`src/rtl/bcd_serial_adder.sv`:
```
// Digit-serial BCD adder: consumes one packed BCD digit per clock, LSD first,
// and publishes sum/cout/invalid together with a one-cycle done pulse.
module bcd_serial_adder #(
    parameter int DIGITS = 4
) (
    input  logic                clk,
    input  logic                reset_n,
    input  logic                start,
    input  logic [4*DIGITS-1:0] a,
    input  logic [4*DIGITS-1:0] b,
    input  logic                cin,
    output logic                busy,
    output logic                done,
    output logic [4*DIGITS-1:0] sum,
    output logic                cout,
    output logic                invalid
);

    localparam int W     = 4 * DIGITS;
    localparam int IDX_W = (DIGITS > 1) ? $clog2(DIGITS) : 1;

    typedef enum logic [1:0] {
        S_IDLE,
        S_ADD,
        S_DONE
    } state_t;

    state_t             r_state;
    state_t             w_state_next;

    logic [W-1:0]       r_a;
    logic [W-1:0]       r_b;
    logic               r_carry;
    logic [IDX_W-1:0]   r_idx;
    logic [W-1:0]       r_acc;
    logic               r_inv;
    logic [W-1:0]       r_sum;
    logic               r_cout;
    logic               r_invalid;

    logic               w_latch;
    logic               w_last;
    logic [4:0]         w_raw;
    logic               w_fix;
    logic [3:0]         w_digit;
    logic               w_digit_bad;
    logic [W+3:0]       w_acc_cat;
    logic [W-1:0]       w_acc_next;
    logic               w_inv_next;

    // start is only honoured when no operation is in flight.
    assign w_latch = start && ((r_state == S_IDLE) || (r_state == S_DONE));
    assign w_last  = (r_idx == IDX_W'(DIGITS - 1));

    // NOTE: sequential state uses non-blocking assignments so every register
    // samples pre-edge values regardless of statement order.
    always_ff @(posedge clk or negedge reset_n) begin
        if (!reset_n) begin
            r_state <= S_IDLE;
        end else begin
            r_state <= w_state_next;
        end
    end

    // NOTE: the default assignment first guarantees every path drives the
    // next state, so no latch is inferred.
    always_comb begin
        w_state_next = r_state;
        case (r_state)
            S_IDLE:  if (start) w_state_next = S_ADD;
            S_ADD:   if (w_last) w_state_next = S_DONE;
            S_DONE:  w_state_next = start ? S_ADD : S_IDLE;
            default: w_state_next = S_IDLE;
        endcase
    end

    // Operands shift right each cycle, so the active digit is always [3:0].
    assign w_raw       = {1'b0, r_a[3:0]} + {1'b0, r_b[3:0]} + {4'b0000, r_carry};
    assign w_fix       = (w_raw > 5'd9);
    assign w_digit     = w_fix ? (w_raw[3:0] + 4'd6) : w_raw[3:0];
    assign w_digit_bad = (r_a[3:0] > 4'd9) || (r_b[3:0] > 4'd9);
    assign w_inv_next  = r_inv | w_digit_bad;

    // New digit enters at the top; after DIGITS shifts digit 0 sits at [3:0].
    assign w_acc_cat   = {w_digit, r_acc};
    assign w_acc_next  = w_acc_cat[W+3:4];

    always_ff @(posedge clk or negedge reset_n) begin
        if (!reset_n) begin
            r_a       <= '0;
            r_b       <= '0;
            r_carry   <= 1'b0;
            r_idx     <= '0;
            r_acc     <= '0;
            r_inv     <= 1'b0;
            r_sum     <= '0;
            r_cout    <= 1'b0;
            r_invalid <= 1'b0;
        end else if (w_latch) begin
            r_a     <= a;
            r_b     <= b;
            r_carry <= cin;
            r_idx   <= '0;
            r_acc   <= '0;
            r_inv   <= 1'b0;
        end else if (r_state == S_ADD) begin
            r_a     <= r_a >> 4;
            r_b     <= r_b >> 4;
            r_carry <= w_fix;
            r_idx   <= r_idx + IDX_W'(1);
            r_acc   <= w_acc_next;
            r_inv   <= w_inv_next;
            if (w_last) begin
                r_sum     <= w_acc_next;
                r_cout    <= w_fix;
                r_invalid <= w_inv_next;
            end
        end
    end

    assign busy    = (r_state == S_ADD);
    assign done    = (r_state == S_DONE);
    assign sum     = r_sum;
    assign cout    = r_cout;
    assign invalid = r_invalid;

endmodule
```
`config.mk`:
```
export PLATFORM = sky130hd
export DESIGN_NAME = bcd_serial_adder
export DESIGN_NICKNAME = d
export VERILOG_FILES = /design/src/rtl/bcd_serial_adder.sv
export SDC_FILE = /design/constraint.sdc
export NUM_CORES = 1
export LEC_CHECK = 0
export BUFFER_PORTS_ARGS = -buffer_cell sky130_fd_sc_hd__buf_4
export CORE_MARGIN = 1
export CORE_UTILIZATION = 35
export DETAILED_ROUTE_END_ITERATION = 10
export SYNTH_ARGS = -nofsm -noshare
export SYNTH_HDL_FRONTEND = slang
export SYNTH_SLANG_ARGS = --single-unit
export TNS_END_PERCENT = 5
```
`constraint.sdc`:
```
create_clock -name clk -period 3.5 [get_ports clk]
set_clock_uncertainty 0.15 [all_clocks]
set_input_delay 0 -clock clk [delete_from_list [all_inputs] [get_ports clk]]
set_output_delay 0 -clock clk [all_outputs]
set_load 0.01 [all_outputs]
```
==> impl_metrics.csv <==
group,metric,value,unit
sta,maxSlewViolCount,0,
drt,wl_per_cell,14.1,um
logic_synthesis,ys_ff_latch,68,
logic_synthesis,synth-seq-area-share,58.9,%
power_and_ir_drop,power.total,0.00385,W
setup_path,cp_max_fo,6,
cells_and_area,diodes,0,
setup_path,slowest_stage,"fa_1",
logic_synthesis,synth-edff-count,0,
global_route,grt_pass1_wl,10.5,mm
logic_synthesis,ys.flop_type,"dfrtp_1",
global_route,grt_max_degree,69,
logic_synthesis,syn-instance-count,251,
power_and_ir_drop,p_per_area,972,nW/um2
sta,hold_ws,154,ps
drt,routed_wl,6.31,mm
clocking,worstSkewPairLatency,350,ps
global_route,grt_pass1_vias,2200,
sta,setup_viol,0,
hold_path,worstHoldPathType,"in2async",
clocking,htree_num_levels,3,
placed_design,placed_area,3400,um2
sta,post-route-min-period,2780,ps
setup_path,crit_top_cell,"fa_1",
die,die_y,92.9,um
sta,fin_ws,719,ps
logic_synthesis,netlist_area,2890,um2
die,fp.dieW,92.9,um
logic_synthesis,syn_avg_cell_area,11.5,um2
logic_synthesis,synthArstFlopShare,100,%
drt,drt_first_pass_iters,4,
power_and_ir_drop,vdd_drop_max,0.373,mV
cells_and_area,stdcell_area,3960,um2
drt,final_antenna_net_count,0,
sta,setup_tns,0,ps
logic_synthesis,synth.most_common_cell,"dfrtp_1",
setup_path,cp.arrival,2890,ps
placed_design,post-place-ws,724,ps
drt,vias_per_cell,4.85,
clocking,cts_tree,"done",
global_route,antenna_found_initial,0,
logic_synthesis,synth_top_area_cell,"dfrtp_1",
setup_path,cp_data_required_time,3600,ps
setup_path,slowest_delay,460,ps
run,maxCapViolations,0,
power_and_ir_drop,p_leak,1.95,nW
logic_synthesis,synth_top_area_share,58.9,%
drt,drt_iter0_drc,109,
clocking,clock_sinks,68,
sta,hold_viol,0,
placed_design,gp_congestion,0.785,
logic_synthesis,syn-num-nets,294,
clocking,clk_path_buf_depth,2,
die,die-area,8630,um2
logic_synthesis,yosys-top-cells-area,"dfrtp_1, nand2_1, a22oi_1",
placed_design,hpwl,3.83,mm
sta,rsz0062_at_grt,"no",
setup_path,critPathTopFamily,"compound AO/OA/AOI/OAI gates",
sta,max_freq,360,MHz
cells_and_area,nets,385,
sta,slew_headroom,43.0,%
clocking,postCtsSetupBuffers,0,
sta,tightest_slew,855,ps
outcome,status,"complete, no violations",
setup_path,startpoint_type,"flip-flop",
global_route,grt.overflow.total,0,
sta,period_share,79.5,%
logic_synthesis,ys_warn_count,0,
setup_path,crit_buf_inv,0,
clocking,clkTransAtPathRegs,70,ps
setup_path,endpoint_kind,"flip-flop",
cells_and_area,syn_to_final_growth,37.0,%
drt,route.detailed.drc,0,
clocking,cts_root_buffer,"clkbuf_8",
placed_design,numPortBuffers,55,
setup_path,worstSetupPathType,"reg2reg",
die,core,7850,um2
setup_path,crit_chain,"fa_1, fa_1, a21o_2, a21oi_1, o31a_2, and2b_1, o31ai_2",
cells_and_area,drive_gt1_share,27.7,%
die,initial_core_util,36.8,%
global_route,grtUsageTotal,16.0,%
die,io_pins,56,
logic_synthesis,synth_common_cells,"dfrtp_1, nand2_1, a22oi_1",
logic_synthesis,synth_cell_types,37,
die,fp-row-count,32,
drt,via_count,2173,
clocking,cts_buffers,9,
## kinds of logic after synthesis
logic type	share of synthesized area [%]
AND/OR/NAND/NOR	11.8
flip-flops	58.9
AO/OA/AOI/OAI	17.1
buffers and inverters	2.94
multiplexers	5.41
adder cells (fa/ha/maj)	3.55
XOR/XNOR	0.303
## cells in the final DEF (no fill, tap or decap), types with 2 or more instances in the layout
cell type	n
a21oi_1	3
a22o_1	18
a22oi_1	24
buf_4	60
bufinv_16	2
clkbuf_8	9
clkinvlp_4	2
dfrtp_1	68
dlygate4sd3_1	35
fa_1	2
ha_1	5
inv_1	3
mux2_2	13
nand2_1	61
nand2b_1	2
nand3_1	2
nor2_1	3
o21ai_0	9
o31a_2	2
o31ai_1	3
## through the flow
stage	utilization, %	cells
after floorplan	-	251
after global placement	43.3	398
final	50.5	448
after global routing	50.5	448
after CTS	50.5	448
after detailed placement	43.3	398
## repair_timing
item	in CTS	in global routing
hold endpoints to repair	103	0
hold buffers	35	0
gates resized for setup	0	0
## metal layers
metal	vias up	global-route usage [%]	wire length, um
met2	67	24.6	2970
li1	1069	-	-
met4	0	4.23	69
met5	-	0	0
met1	1031	20.7	2880
met3	6	6.73	395
## registers in the layout, summed over array words and instances, names as in the netlist
name     cells
r_a         16
r_b         16
sum         16
r_acc       12
r_idx        2
r_state      2
cout         1
invalid      1
r_carry      1
r_inv        1
## cell type report
type                       count  area, um2
sequential                    68       1700
tap                          102        128
inverter                       3       11.3
fill                         713       3890
timing repair buffer          95        801
clock inverter                 6       88.8
multi-input combinational    165       1110
clock buffer                   9        124
## power breakdown
group | switching (W) | internal [W] | total, W | leakage, nW
logic | 0.000935 | 0.000858 | 0.00179 | 0.983
registers | 0.000213 | 0.00114 | 0.00135 | 0.861
clock network | 0.000304 | 0.000398 | 0.000702 | 0.102
total | 0.00145 | 0.00240 | 0.00385 | 1.95
## path summary, 6_finish.rpt
| kind | slack (ps) | startpoint | depth (start not counted) | endpoint |
|---|---|---|---|---|
| max | 720 | r_a[0] | 7 | sum[14] |
| min | 150 | reset_n | 2 | r_acc[5] |
| max reg2reg | 720 | r_a[0] | 7 | sum[14] |
| min reg2reg | 330 | r_a[9] | 2 | r_a[9] |
| max in group asynchronous | 2480 | reset_n | 2 | r_b[1] |
| min in group clk | 250 | a[6] | 4 | r_a[6] |
(Power assumes the default switching activity.)
